<file path="config.mk">
export PLATFORM = sky130hd
export DESIGN_NAME = avmm_write_arbiter
export DESIGN_NICKNAME = d
export VERILOG_FILES = /design/src/rtl/avmm_arb_pkg.sv /design/src/rtl/avmm_rr_pick.sv /design/src/rtl/avmm_write_arbiter.sv
export SDC_FILE = /design/constraint.sdc
export NUM_CORES = 1
export LEC_CHECK = 0
export CORE_MARGIN = 3
export CORE_UTILIZATION = 40
export CTS_CLUSTER_DIAMETER = 150
export DETAILED_ROUTE_END_ITERATION = 7
export HOLD_SLACK_MARGIN = 0.08
export PLACE_DENSITY = 0.89
export SETUP_SLACK_MARGIN = 0.2
export SYNTH_ARGS = -nofsm -noshare
export SYNTH_HDL_FRONTEND = slang
export SYNTH_SLANG_ARGS = --single-unit
</file>
<file path="constraint.sdc">
create_clock -name sysclk -period 1.6 [get_ports sysclk]
set_input_delay 0.48 -clock sysclk [delete_from_list [all_inputs] [get_ports sysclk]]
set_output_delay 0.48 -clock sysclk [all_outputs]
set_load 0.01 [all_outputs]
</file>
<file path="src/rtl/avmm_arb_pkg.sv">
// ============================================================================
// Module      : avmm_arb_pkg
// Description : Shared types, width helpers and defaults for the AVMM write arbiter.
// Revision    : 1.0 - initial release
// ============================================================================
`default_nettype none

package avmm_arb_pkg;

    localparam int DEFAULT_ADDR_W = 16;
    localparam int DEFAULT_DATA_W = 16;

    typedef enum logic [0:0] {
        ST_IDLE = 1'b0,
        ST_BUS  = 1'b1
    } arb_state_t;

    // Index width; a single requester still needs one bit.
    function automatic int calc_gw(input int n);
        return (n > 1) ? $clog2(n) : 1;
    endfunction

    // Watchdog counter width, able to hold TIMEOUT_CYCLES-1.
    function automatic int calc_cnt_w(input int t);
        return (t > 1) ? $clog2(t) : 1;
    endfunction

endpackage

`default_nettype wire

</file>
<file path="src/rtl/avmm_rr_pick.sv">
// ============================================================================
// Module      : avmm_rr_pick
// Description : Combinational rotate-priority encoder; the search starts just after last_grant.
// Revision    : 1.0 - initial release
// ============================================================================
`default_nettype none

module avmm_rr_pick
    import avmm_arb_pkg::*;
#(
    parameter int NUM_REQ = 2
) (
    input  logic [NUM_REQ-1:0]              req,
    input  logic [calc_gw(NUM_REQ)-1:0]     last_grant,
    output logic [calc_gw(NUM_REQ)-1:0]     winner,
    output logic                            valid
);

    localparam int GW = calc_gw(NUM_REQ);

    logic [2*NUM_REQ-1:0] req_dbl;
    logic [2*NUM_REQ-1:0] req_rot;
    int                   shamt;
    int                   offset;

    // Position j of req_rot is requester (last_grant+1+j) mod NUM_REQ.
    always_comb begin
        req_dbl = {req, req};
        shamt   = int'(last_grant) + 1;
        req_rot = req_dbl >> shamt;
        offset  = 0;
        for (int j = NUM_REQ - 1; j >= 0; j--) begin
            if (req_rot[j]) begin
                offset = j;
            end
        end
        winner = GW'((int'(last_grant) + 1 + offset) % NUM_REQ);
        valid  = |req;
    end

endmodule

`default_nettype wire

</file>
<file path="src/rtl/avmm_write_arbiter.sv">
// ============================================================================
// Module      : avmm_write_arbiter
// Description : Round-robin arbiter sharing one Avalon-MM write port among
//               NUM_REQ write-only masters, with a hung-slave watchdog.
// Revision    : 1.0 - initial release
// ============================================================================
`default_nettype none

module avmm_write_arbiter
    import avmm_arb_pkg::*;
#(
    parameter int NUM_REQ        = 2,
    parameter int ADDR_W         = DEFAULT_ADDR_W,
    parameter int DATA_W         = DEFAULT_DATA_W,
    parameter int TIMEOUT_CYCLES = 1024
) (
    input  logic                            sysclk,
    input  logic                            sysreset,
    input  logic [NUM_REQ*ADDR_W-1:0]       req_address,
    input  logic [NUM_REQ*DATA_W-1:0]       req_writedata,
    input  logic [NUM_REQ-1:0]              req_write,
    output logic [NUM_REQ-1:0]              req_waitrequest,
    output logic [ADDR_W-1:0]               av_address,
    output logic [DATA_W-1:0]               av_writedata,
    output logic                            av_write,
    input  logic                            av_waitrequest,
    output logic [calc_gw(NUM_REQ)-1:0]     grant_id,
    output logic                            busy,
    output logic                            timeout_err,
    input  logic                            clear_err
);

    localparam int              GW             = calc_gw(NUM_REQ);
    localparam int              CNT_W          = calc_cnt_w(TIMEOUT_CYCLES);
    localparam bit              WD_EN          = (TIMEOUT_CYCLES != 0);
    localparam logic [CNT_W-1:0] WD_LAST       = CNT_W'((TIMEOUT_CYCLES > 0) ? TIMEOUT_CYCLES - 1 : 0);
    localparam logic [GW-1:0]   LAST_GRANT_RST = GW'(NUM_REQ - 1);

    arb_state_t         state_q, state_d;
    logic [GW-1:0]      last_grant_q, last_grant_d;
    logic [GW-1:0]      grant_id_q, grant_id_d;
    logic [ADDR_W-1:0]  av_address_q, av_address_d;
    logic [DATA_W-1:0]  av_writedata_q, av_writedata_d;
    logic               av_write_q, av_write_d;
    logic               timeout_err_q, timeout_err_d;
    logic [CNT_W-1:0]   wd_cnt_q, wd_cnt_d;

    logic [GW-1:0]      pick_id;
    logic               pick_valid;
    logic [ADDR_W-1:0]  sel_address;
    logic [DATA_W-1:0]  sel_writedata;
    logic               wd_expire;

    avmm_rr_pick #(
        .NUM_REQ    (NUM_REQ)
    ) u_pick (
        .req        (req_write),
        .last_grant (last_grant_q),
        .winner     (pick_id),
        .valid      (pick_valid)
    );

    always_comb begin
        sel_address   = '0;
        sel_writedata = '0;
        for (int i = 0; i < NUM_REQ; i++) begin
            if (pick_id == GW'(i)) begin
                sel_address   = req_address[i*ADDR_W +: ADDR_W];
                sel_writedata = req_writedata[i*DATA_W +: DATA_W];
            end
        end
    end

    assign wd_expire = WD_EN && (state_q == ST_BUS) && av_waitrequest && (wd_cnt_q == WD_LAST);

    // State register
    always_ff @(posedge sysclk or posedge sysreset) begin
        if (sysreset) begin
            state_q        <= ST_IDLE;
            last_grant_q   <= LAST_GRANT_RST;
            grant_id_q     <= '0;
            av_address_q   <= '0;
            av_writedata_q <= '0;
            av_write_q     <= 1'b0;
            timeout_err_q  <= 1'b0;
            wd_cnt_q       <= '0;
        end else begin
            state_q        <= state_d;
            last_grant_q   <= last_grant_d;
            grant_id_q     <= grant_id_d;
            av_address_q   <= av_address_d;
            av_writedata_q <= av_writedata_d;
            av_write_q     <= av_write_d;
            timeout_err_q  <= timeout_err_d;
            wd_cnt_q       <= wd_cnt_d;
        end
    end

    // Next-state logic
    always_comb begin
        state_d        = state_q;
        last_grant_d   = last_grant_q;
        grant_id_d     = grant_id_q;
        av_address_d   = av_address_q;
        av_writedata_d = av_writedata_q;
        av_write_d     = av_write_q;
        wd_cnt_d       = wd_cnt_q;
        case (state_q)
            ST_IDLE: begin
                if (pick_valid) begin
                    state_d        = ST_BUS;
                    av_address_d   = sel_address;
                    av_writedata_d = sel_writedata;
                    av_write_d     = 1'b1;
                    grant_id_d     = pick_id;
                    last_grant_d   = pick_id;
                    wd_cnt_d       = '0;
                end
            end
            ST_BUS: begin
                if (!av_waitrequest || wd_expire) begin
                    state_d    = ST_IDLE;
                    av_write_d = 1'b0;
                end else begin
                    wd_cnt_d = wd_cnt_q + 1'b1;
                end
            end
            default: begin
                state_d    = ST_IDLE;
                av_write_d = 1'b0;
            end
        endcase
        // An abort in the same cycle as clear_err leaves the flag set.
        timeout_err_d = timeout_err_q;
        if (wd_expire) begin
            timeout_err_d = 1'b1;
        end else if (clear_err) begin
            timeout_err_d = 1'b0;
        end
    end

    // Output logic
    always_comb begin
        busy            = (state_q == ST_BUS);
        req_waitrequest = '1;
        for (int i = 0; i < NUM_REQ; i++) begin
            if (busy && (grant_id_q == GW'(i)) && (!av_waitrequest || wd_expire)) begin
                req_waitrequest[i] = 1'b0;
            end
        end
    end

    assign av_address   = av_address_q;
    assign av_writedata = av_writedata_q;
    assign av_write     = av_write_q;
    assign grant_id     = grant_id_q;
    assign timeout_err  = timeout_err_q;

endmodule

`default_nettype wire
</file>
==> results.md <==
* Detailed Place HPWL at 6460 microns
* Crit path max-delay cell type: dfrtp_1
* Clk sinks at 47
* Sequential area share after synthesis at 0.421
* Async S/R FF share, synth at 1.00
* Hold Path Class: reg2reg
* Tot GR Track Use at 0.242
* PortBufs at 107
* Buffers plus inverters on the worst setup path at 1
* DR vias/cell at 5.72
* CTS tree: yes
* Num CTS Buffers at 5
* Final hold vios at 0
* I/O Pins at 108
* MaxCap Viol Count at 0
* CP cell instances: nand4_1 > o31ai_4 > nand3_1 > buf_2
* Slew margin rel. at 0.796
* R2R setup slack at 0.02 ns
* WHS at 0.492 ns
* Crit path from: wd_cnt_q[7]$_DFFE_PP0P_
* Area Growth Syn to Fin at 71.9%
* Arrival @ worst endpoint at 1.49 ns
* Drt pass-1 iters at 4
* EDFF count, synth at 0
* Total Power at 5.89 mW
* CTS Root Cell: clkbuf_8
* Crit path max-delay family: flip-flops
* Setup TNS at -0.716 ns
* Clock Skew at 0.00751 ns
* Fin. max-slew vios at 0
* First-iteration detailed-routing DRC count at 231
* Unrepaired setup endpoints after global routing: yes
* Routed wire per std cell at 17.9 microns
* Required time of the critical path at 1.12 ns
* Status: complete, but fails checks
* Dpl ws at -0.646 ns
* Warnings, synthesis at 0
* CTS Buffer Depth at 2
* Vias in the first global route at 3142
* CTS H-tree lvls at 2
* Antenna cells at 0
* Die Area at 0.00803 sq mm
* Core box area at 0.00657 sq mm
* Syn Inst Count at 313
* Pwr/cell area at 1230 mW/mm^2
* Failing checks: negative setup slack
* Fin crit share at 1.23
* Largest net degree at the start of global routing at 45
* Global-route wire length before repair at 15200 microns
* Worst hold start: av_address[12]$_DFFE_PP0P_
* Final WL at 10000 microns
* Commonest non-fill, non-tap cell in the layout: clkdlybuf4s50_1
* Placer congestion estimate at 0.891
* Top_reg_cell synth: dfrtp_1
* Worst setup margin at -0.374 ns
* Leakage power at 2.26 nW
* Row Count at 29
* Reg clk slew, reported paths at 0.08 ns
* Crit path max fanout at 3
* Cell area after synthesis at 0.00280 sq mm
* RR Startpoint: wd_cnt_q[7]$_DFFE_PP0P_
* Min cycle time layout at 1.97 ns
* Setup Viol. Count Final at 2
* Least-Margin Pin Slew at 0.305 ns
* DRC Markers at 0
* NumNets Final at 535
* Latest clock arrival within the worst-skew pair at 0.30 ns
* Die height at 89.6 microns
* GRT overflow at 0
* Crit start category: flip-flop
* Max VDD drop at 0.000638 V
* Share of layout cells above drive strength 1 at 0.353
* Initial core utilization at 0.426
* Critical path capture point type: primary output
* Syn_area_per_cell at 8.93 sq um
* Worst stage delay on the critical path at 0.40 ns
* Distinct cell type count after synthesis at 35
* Fmax at 0.507 GHz
* Commonest cells after routing, fill and taps aside: 66 x clkdlybuf4s50_1, 45 x dfrtp_1, 41 x buf_4
* Die W at 89.6 microns
* Register bit total from synthesis at 47
* Routed Antenna Nets at 0
* Initial antenna violation count at 0
* Kind of critical path: reg2out
* Number of vias in the routed layout at 3192
* Syn_nets at 384
routing by layer:
| layer | track usage | routed length [microns] | vias to the layer above |
|---|---|---|---|
| li1 | - | - | 1488 |
| met1 | 0.302 | 3960 | 1553 |
| met2 | 0.421 | 5250 | 122 |
| met3 | 0.0484 | 461 | 29 |
| met4 | 0.0731 | 326 | 0 |
| met5 | 0 | 0 | - |
per-stage QoR:
step | instance area, sq um | utilization | instances
2_1_floorplan | 2840 | - | 313
3_3_place_gp | 4270 | 0.650 | 519
3_5_place_dp | 4270 | 0.650 | 519
4_1_cts | 4550 | 0.693 | 549
5_1_grt | 4810 | 0.732 | 558
6_report | 4810 | 0.732 | 558
synth_stat cells, types with 2 or more instances:
library cell   n  share of area
a2111o_1      33           0.13
a21oi_1        2         0.0036
a31oi_1        3         0.0067
and2_1         2         0.0045
and3_1         2         0.0045
and4_1         2         0.0063
buf_1          2         0.0027
buf_2          5         0.0089
clkbuf_1      25          0.034
dfrtp_1       46           0.41
inv_1         37          0.050
mux2i_1        4          0.014
nand2_1       47          0.063
nand2b_1       2         0.0045
nand3_1       38          0.068
nand3b_1       2         0.0054
nand4_1        3         0.0067
nor4_1         2         0.0045
o2111ai_1     32           0.10
o211ai_1       2         0.0054
o21ai_0        5         0.0089
o21bai_1       2         0.0054
o22ai_1        2         0.0045
or4_1          2         0.0054
where the power goes:
group / internal, mW / switching, mW / leakage [nW]
sequential: 1.61 / 0.280 / 0.590
combinational: 1.61 / 1.60 / 1.62
clock: 0.395 / 0.397 / 0.0515
sequential cells by signal (all words and copies together) (netlist names):
name          flops
grant_id          1
last_grant_q      1
wd_cnt_q         10
av_address       16
av_write          1
av_writedata     16
timeout_err       1
busy              1
cell type report:
| cell class | count | area, sq um |
|---|---|---|
| clock buffer | 8 | 100 |
| inverter | 38 | 146 |
| sequential | 47 | 1180 |
| timing repair buffer | 176 | 1640 |
| multi-input combinational | 196 | 1630 |
| fill | 469 | 1760 |
| tap | 93 | 116 |
cells by family after synthesis:
| kind of cell | synth area share |
|---|---|
| multiplexers | 0.0143 |
| buffers and inverters | 0.0962 |
| flip-flops | 0.421 |
| adder cells (fa/ha/maj) | 0.00447 |
| AND/OR/NAND/NOR | 0.183 |
| AO/OA/AOI/OAI | 0.281 |
worst min-delay path, delay by kind of cell, from the launching register on:
family / cells / cell delay [ns]
DFF: 1 / 0.35
and+or+nand+nor: 2 / 0.11
final timing paths:
kind / end / depth (start not counted)
max: req_waitrequest[1] / 4
min: av_address[12]$_DFFE_PP0P_ / 2
max reg2reg: wd_cnt_q[1]$_DFFE_PP0P_ / 6
min reg2reg: av_address[12]$_DFFE_PP0P_ / 2
max in group asynchronous: last_grant_q$_DFFE_PP1P_ / 3
min in group asynchronous: av_address[9]$_DFFE_PP0P_ / 2
what timing repair did:
action / 4_1_cts / 5_1_grt
hold buffers: 0 / 0
buffers inserted: 20 / 9
cloned: 2 / 0
pin swaps: 12 / 24
setup endpoints to repair: 80 / 53
hold endpoints to repair: 0 / 0
resized for setup: 180 / 67
(Power assumes the default switching activity.)
